### src/rtl/csa_resolve_seq.sv
// Multi-cycle carry-propagate resolver: adds a redundant sum/carry pair one CHUNK-bit slice per clock.
// Optional feature macro CSA_RESOLVE_ZSKIP_EN: zero-carry operands bypass the slice-add loop.
module csa_resolve_seq #(
  parameter int unsigned W     = 32,
  parameter int unsigned CHUNK = 8
) (
  input  logic         clk_i,
  input  logic         rst_i,
  input  logic         in_valid_i,
  output logic         in_ready_o,
  input  logic [W-1:0] in_sum_i,
  input  logic [W-1:0] in_carry_i,
  output logic         out_valid_o,
  input  logic         out_ready_i,
  output logic [W:0]   out_result_o,
  output logic         busy_o
);

  localparam int unsigned NCH = W / CHUNK;
  localparam int unsigned KW  = (NCH > 1) ? $clog2(NCH) : 1;
  localparam int unsigned CW  = CHUNK + 1;

  if ((W % CHUNK) != 0) begin : g_bad_chunk
    $error("csa_resolve_seq: W must be a multiple of CHUNK");
  end

  typedef enum logic [1:0] {
    S_IDLE = 2'd0,
    S_ADD  = 2'd1,
    S_DONE = 2'd2
  } state_t;

  state_t         state_q, state_d;
  logic [W-1:0]   sum_q, sum_d;
  logic [W-1:0]   carry_q, carry_d;
  logic [W:0]     res_q, res_d;
  logic [KW-1:0]  k_q, k_d;
  logic           cy_q, cy_d;
  logic           out_valid_q, out_valid_d;
  logic           busy_q, busy_d;
  logic           accept_c;
  logic           last_c;
  logic [CW-1:0]  slice_c;

  // Ready is a decode of the state register, masked while reset is held.
  assign in_ready_o   = (state_q == S_IDLE) && !rst_i;
  assign accept_c     = in_valid_i && in_ready_o;
  assign last_c       = (k_q == KW'(NCH - 1));
  assign slice_c      = {1'b0, sum_q[k_q*CHUNK +: CHUNK]}
                      + {1'b0, carry_q[k_q*CHUNK +: CHUNK]}
                      + CW'(cy_q);
  assign out_valid_o  = out_valid_q;
  assign out_result_o = res_q;
  assign busy_o       = busy_q;

  // State register
  always_ff @(posedge clk_i) begin
    if (rst_i) state_q <= S_IDLE;
    else       state_q <= state_d;
  end

  // Next-state logic
  always_comb begin
    state_d = state_q;
    case (state_q)
      S_IDLE: begin
        if (accept_c) begin
`ifdef CSA_RESOLVE_ZSKIP_EN
          state_d = (in_carry_i == '0) ? S_DONE : S_ADD;
`else
          state_d = S_ADD;
`endif
        end
      end
      S_ADD:   if (last_c) state_d = S_DONE;
      S_DONE:  if (out_ready_i) state_d = S_IDLE;
      default: state_d = S_IDLE;
    endcase
  end

  // Datapath and registered-output next values
  always_comb begin
    sum_d       = sum_q;
    carry_d     = carry_q;
    res_d       = res_q;
    k_d         = k_q;
    cy_d        = cy_q;
    out_valid_d = out_valid_q;
    case (state_q)
      S_IDLE: begin
        if (accept_c) begin
          sum_d   = in_sum_i;
          carry_d = in_carry_i;
          k_d     = '0;
          cy_d    = 1'b0;
          res_d   = '0;
`ifdef CSA_RESOLVE_ZSKIP_EN
          if (in_carry_i == '0) begin
            res_d       = {1'b0, in_sum_i};
            out_valid_d = 1'b1;
          end
`endif
        end
      end
      S_ADD: begin
        res_d[k_q*CHUNK +: CHUNK] = slice_c[CHUNK-1:0];
        cy_d = slice_c[CHUNK];
        k_d  = last_c ? '0 : k_q + KW'(1);
        if (last_c) begin
          res_d[W]    = slice_c[CHUNK];
          out_valid_d = 1'b1;
        end
      end
      S_DONE: begin
        if (out_ready_i) out_valid_d = 1'b0;
      end
      default: out_valid_d = 1'b0;
    endcase
    busy_d = (state_d != S_IDLE);
  end

  always_ff @(posedge clk_i) begin
    if (rst_i) begin
      sum_q       <= '0;
      carry_q     <= '0;
      res_q       <= '0;
      k_q         <= '0;
      cy_q        <= 1'b0;
      out_valid_q <= 1'b0;
      busy_q      <= 1'b0;
    end else begin
      sum_q       <= sum_d;
      carry_q     <= carry_d;
      res_q       <= res_d;
      k_q         <= k_d;
      cy_q        <= cy_d;
      out_valid_q <= out_valid_d;
      busy_q      <= busy_d;
    end
  end

endmodule

### config.mk
export PLATFORM = sky130hd
export DESIGN_NAME = csa_resolve_seq
export DESIGN_NICKNAME = d
export VERILOG_FILES = /design/src/rtl/csa_resolve_seq.sv
export SDC_FILE = /design/constraint.sdc
export NUM_CORES = 1
export LEC_CHECK = 0
export CAP_MARGIN = 10
export CORE_MARGIN = 5
export CORE_UTILIZATION = 57
export DETAILED_ROUTE_END_ITERATION = 10
export DONT_BUFFER_PORTS = 1
export GPL_ROUTABILITY_DRIVEN = 0
export PLACE_DENSITY = 0.75
export SLEW_MARGIN = 30
export SYNTH_ARGS = -nofsm -noshare
export SYNTH_HDL_FRONTEND = slang
export SYNTH_SLANG_ARGS = --single-unit
### constraint.sdc
create_clock -name clk_i -period 2.8 [get_ports clk_i]
set_input_delay 0.56 -clock clk_i [delete_from_list [all_inputs] [get_ports clk_i]]
set_output_delay 0.56 -clock clk_i [all_outputs]
set_load 0.01 [all_outputs]
==> results of run 1 <==
-- synthesized netlist by cell type (2+ instances only) --
library cell	instances	area (um^2)
fa_1	2	40.0
a31oi_1	2	12.5
nor2_1	28	105
nand2_1	139	522
inv_1	7	26.3
clkbuf_1	21	78.8
a22oi_1	10	75.1
a21oi_1	75	375
nand3_1	7	35.0
buf_2	4	20.0
and2_1	3	18.8
a22o_1	15	131
or3_1	2	12.5
xor2_1	2	17.5
nor3_1	3	15.0
o211ai_1	2	15.0
a21o_1	6	45.0
dfxtp_1	104	2080
a211oi_1	2	15.0
ha_1	11	138
o21ai_0	7	35.0
buf_1	6	22.5
a32o_1	3	30.0
xnor2_1	3	26.3
and3_1	3	18.8
nor2b_1	2	12.5
mux4_2	16	360
-- state kept, by name, indices dropped and copies added (netlist names) --
register      cells
state_q           2
carry_q          32
busy_o            1
k_q               2
out_result_o     33
cy_q              1
out_valid_o       1
sum_q            32
-- metal layers --
metal  routed length (um)  vias up  GRT usage [%]
met1                 4490     1667           28.6
met3                  774       22           7.64
met5                    0        -              0
li1                     -     1731              -
met4                  288        0           7.67
met2                 5130      109           36.1
-- timing repair --
item | CTS | global route
endpoints found under the setup margin | 0 | 13
hold buffers | 0 | 0
resized for setup | 0 | 7
-- stage by stage --
step | setup WS (ns) | utilization (%) | total power (uW) | cells
floorplan | 0.0314 | - | 1790 | 502
global placement | 0.189 | 59.1 | 1830 | 583
detailed placement | 0.0690 | 59.1 | 1840 | 583
CTS | 0.0430 | 62.3 | 2940 | 599
global route | 0.0270 | 62.6 | 3050 | 599
finish | 0.222 | 62.6 | 2920 | 599
-- kinds of logic (layout without fill, tap and decap cells) --
logic type,count (synthesis),in the layout
flip-flops,104,104
AND/OR/NAND/NOR,196,196
XOR/XNOR,5,5
AO/OA/AOI/OAI,130,130
buffers and inverters,38,33
adder cells (fa/ha/maj),13,13
multiplexers,16,16
-- where the power goes --
part | switching (uW) | internal [uW] | leakage [uW]
combinational | 152 | 104 | 0.000759
clock | 511 | 599 | 0.000117
sequential | 34.5 | 1520 | 0.000845
-- worst paths after layout --
check        slack, ns               end  cells past startpoint       from
max               0.22  out_result_o[30]                      9     k_q[0]
min               0.26  out_result_o[18]                      1      rst_i
max reg2reg       0.22  out_result_o[30]                      9     k_q[0]
min reg2reg       0.46         sum_q[21]                      2  sum_q[21]
-- final cells by class --
type / count / area (um^2)
clock buffer: 10 / 128
clock inverter: 6 / 115
fill: 656 / 2860
inverter: 7 / 26.3
multi-input combinational: 360 / 2210
sequential: 104 / 2080
tap: 102 / 128
timing repair buffer: 10 / 95.1
==> impl_results.rst, run 1 <==
.. list-table::
   :header-rows: 1

   * - Metric
     - Value
   * - H-tree depth
     - 3
   * - # nets final
     - roughly 570
   * - Slowest cell on the critical path
     - mux4_2
   * - Most frequent standard cell in the layout excluding fill and tap cells
     - nand2_1
   * - Worst path cell trace
     - mux4_2 > fa_2 > inv_1 > fa_1 > nor2b_1 > o2111ai_1 > nand3_1 > xor2_2 > a32o_1
   * - Skew-Pair Late Insertion Delay
     - 0.37 ns
   * - Yosys warnings
     - 0
   * - Multiplexer area fraction after synthesis
     - 8.15%
   * - Flops & latches, synth
     - about 100
   * - Classification of the worst-slack hold path
     - in -> reg
   * - Arr. time, crit path
     - roughly 2.8 ns
   * - Final critical path time including I/O delays and setup
     - 2.58 ns
   * - Power density relative to cell area
     - approximately 610 nW/um^2
   * - Top Ports
     - 104
   * - Number of hold-slack violations in the final timing report
     - 0
   * - Post-synthesis share of cell area spent on and, or, nand and nor gates
     - 18.3%
   * - Peak fanout along the critical path
     - 4
   * - Xor/xnor cell area share of the yosys netlist
     - 0.991%
   * - Area of the core region
     - 7650 um^2
   * - Tcrit/Tclk final
     - 92.1%
   * - Share of the yosys chip area belonging to registers
     - 47.1%
   * - Worst hold slack across all endpoints
     - 0.257 ns
   * - Number of buffers inserted during clock tree synthesis
     - 9
   * - Number of unique standard cell types used by synthesis
     - 44
   * - Layout overhead on the synthesized area
     - 8.38%
   * - Clock tree from TritonCTS
     - built
   * - Wire length of the first global-routing pass
     - roughly 17 mm
   * - # diodes
     - 0
   * - Share of the synthesized area in compound gates (AO/OA/AOI/OAI)
     - 18.1%
   * - Mean routed wirelength per cell
     - roughly 18 um
   * - Grt total ovfl
     - 0
   * - VDD IR max
     - 0.000326 V
   * - Setup Buffers After CTS
     - 0
   * - MaxCap Viol Count
     - 0
   * - Number of core rows
     - 32
   * - Fraction of layout cells with a size suffix above 1
     - 10.5%
   * - Vias per std cell
     - 5.89
   * - Number of port buffers
     - 0
   * - Clk slew on worst S/H paths
     - 0.09 ns
   * - Type of destination of the critical path
     - flip-flop
   * - Die area
     - 9620 um^2
   * - Most frequent cells in the layout
     - 139 x nand2_1, 102 x dfxtp_1, 75 x a21oi_1, 28 x nor2_1, 16 x mux4_2
   * - Type of the worst setup path
     - reg -> reg
   * - Starting DRC count in detailed routing
     - 205
   * - Transition time at the pin with the least slew margin
     - 0.678 ns
   * - Post-place instance area
     - 4520 um^2
   * - Horizontal die dimension
     - roughly 98 um
   * - Leak Pwr
     - 0.00172 uW
   * - Buffer cell driving the clock tree root
     - clkbuf_8
   * - Post-synthesis instance total
     - between 500 and 600
   * - Dominant combinational cell family by area after synthesis
     - simple AND/OR/NAND/NOR gates
   * - Mean instance size in the synthesized netlist
     - around 8.8 um^2
   * - Status
     - finished, final reports clean
   * - Post-Synth Adder-Cell Area
     - 4.02%
   * - Antenna violations before repair
     - 0
   * - FMAX
     - just under 400 MHz
   * - Kind of cell with the highest combined delay on the critical path
     - adder cells
   * - Drc violations
     - 0
   * - CP max stage delay
     - 0.53 ns
   * - Via count of the first global-routing pass
     - approximately 3500
   * - Data required time of the worst path
     - approximately 3.1 ns
   * - Largest net degree at the start of global routing
     - 93
   * - Unrepaired setup endpoints after global routing
     - no
   * - Number of clock sinks
     - 104
   * - Cell area after layout
     - roughly 4800 um^2
   * - GRT Overall Usage
     - a little under a quarter
   * - Die height
     - 98.1 um
   * - Hpwl dp
     - 7.94 mm
   * - Clock Path Buffers
     - 2
   * - Crit path buffers/inverters
     - 1
   * - Final setup violating endpoints
     - 0
   * - Initial Util
     - approximately 58%
   * - Post-Syn Area
     - about 4400 um^2
   * - Worst setup skew after layout
     - 0.0117 ns
   * - Post-synth ARST share
     - 0%
   * - EDFF count, synth
     - 0
   * - Number of nets produced by synthesis
     - 583
   * - DR vias
     - between 3000 and 4000
   * - Count of final max-slew check failures
     - 0
   * - Kind of start point of the critical path
     - flip-flop
   * - Antenna-violating nets left
     - 0
   * - Worst slew margin relative to its limit
     - 54.4%
   * - Primary flip-flop cell chosen by synthesis mapping
     - dfxtp_1
   * - Total length of routed wires
     - 10.7 mm
   * - Post-Route Setup TNS
     - 0 ns
   * - First-pass iteration count of the detailed router
     - 5
No activity file was read; power rests on OpenSTA's default activity.
==> run 2: changes to the inputs <==
CORE_MARGIN = unset   (was 5)
SKIP_LAST_GASP = 1   (was unset)
==> impl_results.rst, run 2 (synthesis results as in run 1) <==
.. list-table::
   :header-rows: 1

   * - Metric
     - Value
   * - End of the worst hold path
     - out_result_o[26]
   * - Mean routed wirelength per cell
     - 16.4 um
   * - Initial Util
     - 60.0%
   * - Worst path cell trace
     - buf_12 > mux4_2 > ha_1 > a211oi_1 > o21ai_1 > xor2_1 > a22o_1
   * - MaxCap Viol Count
     - 0
   * - Hpwl dp
     - between 6 and 7 mm
   * - Worst setup slack before clock tree synthesis
     - 0.121 ns
   * - Fraction of layout cells with a size suffix above 1
     - 10.5%
   * - Number of fill cells in the layout
     - 618
   * - GRT Overall Usage
     - approximately 25%
   * - Drc violations
     - 0
   * - H-tree depth
     - 3
   * - Post-CTS resize count
     - 0
   * - Flip-flop count of the largest register after layout
     - 33
   * - Final critical path time including I/O delays and setup
     - 2.65 ns
   * - Startpoint of the most critical hold path
     - rst_i
   * - Antenna-violating nets left
     - 0
   * - Type of the worst setup path
     - reg -> reg
   * - Most frequent standard cell in the layout excluding fill and tap cells
     - nand2_1
   * - Via count of the first global-routing pass
     - 3339
   * - Final setup violating endpoints
     - 0
   * - Layout overhead on the synthesized area
     - 7.42%
   * - Slowest cell on the critical path
     - mux4_2
   * - Horizontal die dimension
     - 90.1 um
   * - Register-to-Register Path Depth
     - 7
   * - DR vias
     - 3466
   * - # diodes
     - 0
   * - Top Ports
     - around 100
   * - Peak fanout along the critical path
     - 22
   * - Count of final max-slew check failures
     - 0
   * - Buffer cell driving the clock tree root
     - clkbuf_8
   * - Overall power after layout
     - 2790 uW
   * - Data required time of the worst path
     - 3.13 ns
   * - Classification of the worst-slack hold path
     - in -> reg
   * - Starting DRC count in detailed routing
     - 176
   * - Most frequent cells in the layout
     - 139 x nand2_1, 102 x dfxtp_1, 75 x a21oi_1, 28 x nor2_1, 16 x mux4_2
   * - R2R Setup Slk
     - ~0.15 ns
   * - Clock tree from TritonCTS
     - built
   * - Hold path depth
     - 1
   * - Final critical-path setup slack
     - 0.155 ns
   * - Worst setup skew after layout
     - approximately 0.010 ns
   * - Die area
     - about 8100 um^2
   * - Tcrit/Tclk final
     - a little over nine tenths
   * - Cell area after layout
     - between 4000 and 5000 um^2
   * - Wire length of the first global-routing pass
     - 16.0 mm
   * - CP max stage delay
     - approximately 0.56 ns
   * - Area of the core region
     - ~7400 um^2
   * - FMAX
     - 378 MHz
   * - Unrepaired setup endpoints after global routing
     - no
   * - Core Util, Final
     - 64.4%
   * - Vias per std cell
     - 5.84
   * - Number of clock sinks
     - 104
   * - # nets final
     - 571
   * - Clk slew on worst S/H paths
     - 0.10 ns
   * - Leak Pwr
     - approximately 0.0017 uW
   * - Grt total ovfl
     - 0
   * - First-pass iteration count of the detailed router
     - 4
   * - Status
     - finished, final reports clean
   * - Number of core rows
     - 31
   * - Number of buffers inserted during clock tree synthesis
     - 9
   * - Transition time at the pin with the least slew margin
     - 0.754 ns
   * - Largest net degree at the start of global routing
     - between 90 and 100
   * - Number of port buffers
     - 0
   * - Power density relative to cell area
     - 588 nW/um^2
   * - Post-place instance area
     - about 4500 um^2
   * - Type of destination of the critical path
     - flip-flop
   * - Worst slew margin relative to its limit
     - 49.7%
   * - Setup Buffers After CTS
     - 0
   * - Crit Reg-Reg Startpoint
     - k_q[0]
   * - Total length of routed wires
     - between 9 and 10 mm
   * - Number of hold-slack violations in the final timing report
     - 0
   * - Kind of start point of the critical path
     - flip-flop
   * - Skew-Pair Late Insertion Delay
     - 0.38 ns
   * - Clock Path Buffers
     - 2
   * - Arr. time, crit path
     - 2.97 ns
   * - Reg2reg end
     - out_result_o[5]
   * - Hold Buf Count CTS
     - 0
   * - Die height
     - 90.1 um
   * - Antenna violations before repair
     - 0
   * - VDD IR max
     - 0.000398 V
   * - Post-Route Setup TNS
     - 0 ns
## run 2: metrics by stage
step | cells | hold slack (ns)
6_report | 594 | 0.241
3_5_place_dp | 578 | 0.441
5_1_grt | 594 | 0.237
2_1_floorplan | 502 | 0.433
4_1_cts | 594 | 0.233
3_3_place_gp | 578 | 0.435
## run 2: cell type report
| type | instances | area [um^2] | share of cell area, % |
|---|---|---|---|
| sequential | 104 | 2080 | 43.9 |
| inverter | 7 | 26.3 | 0.553 |
| timing repair buffer | 8 | 72.6 | 1.53 |
| multi-input combinational | 360 | 2230 | 47.0 |
| clock inverter | 7 | 85.1 | 1.79 |
| tap | 99 | 124 | 2.61 |
| clock buffer | 9 | 124 | 2.61 |
## run 2: worst max-delay path by stage
stage,from,to,depth (start not counted)
5_1_grt,k_q[1],out_result_o[30],10
3_3_place_gp,k_q[1],out_result_o[32],9
2_1_floorplan,k_q[0],out_result_o[30],11
3_5_place_dp,k_q[1],out_result_o[32],9
6_report,k_q[0],out_result_o[5],7
4_1_cts,k_q[1],out_result_o[32],10
## run 2: where the power goes
| part | internal, uW | switching (uW) |
|---|---|---|
| registers | 1520 | 31.9 |
| logic | 99.0 | 149 |
| clock network | 432 | 556 |
## run 2: layer usage
| metal | up-vias | wire (um) | track usage (%) |
|---|---|---|---|
| li1 | 1720 | - | - |
| met1 | 1606 | 4200 | 30.5 |
| met2 | 123 | 4680 | 40.3 |
| met3 | 17 | 653 | 7.02 |
| met4 | 0 | 196 | 9.68 |
| met5 | - | 0 | 0 |
## run 2: critical path, delay by kind of cell, from the launching register on
kind / cells / cell delay (ns)
multiplexers: 1 / 0.56
XOR/XNOR: 1 / 0.39
adder cells (fa/ha/maj): 1 / 0.34
buffers and inverters: 1 / 0.19
AO/OA/AOI/OAI: 3 / 0.71
flip-flops: 1 / 0.38
==> run 3: changes to the inputs <==
ABC_AREA = 0   (was unset)
SKIP_LAST_GASP = unset   (was 1)
==> results of run 3 <==
Same layout as run 2: the final DEF is identical, and so are final timing and power.
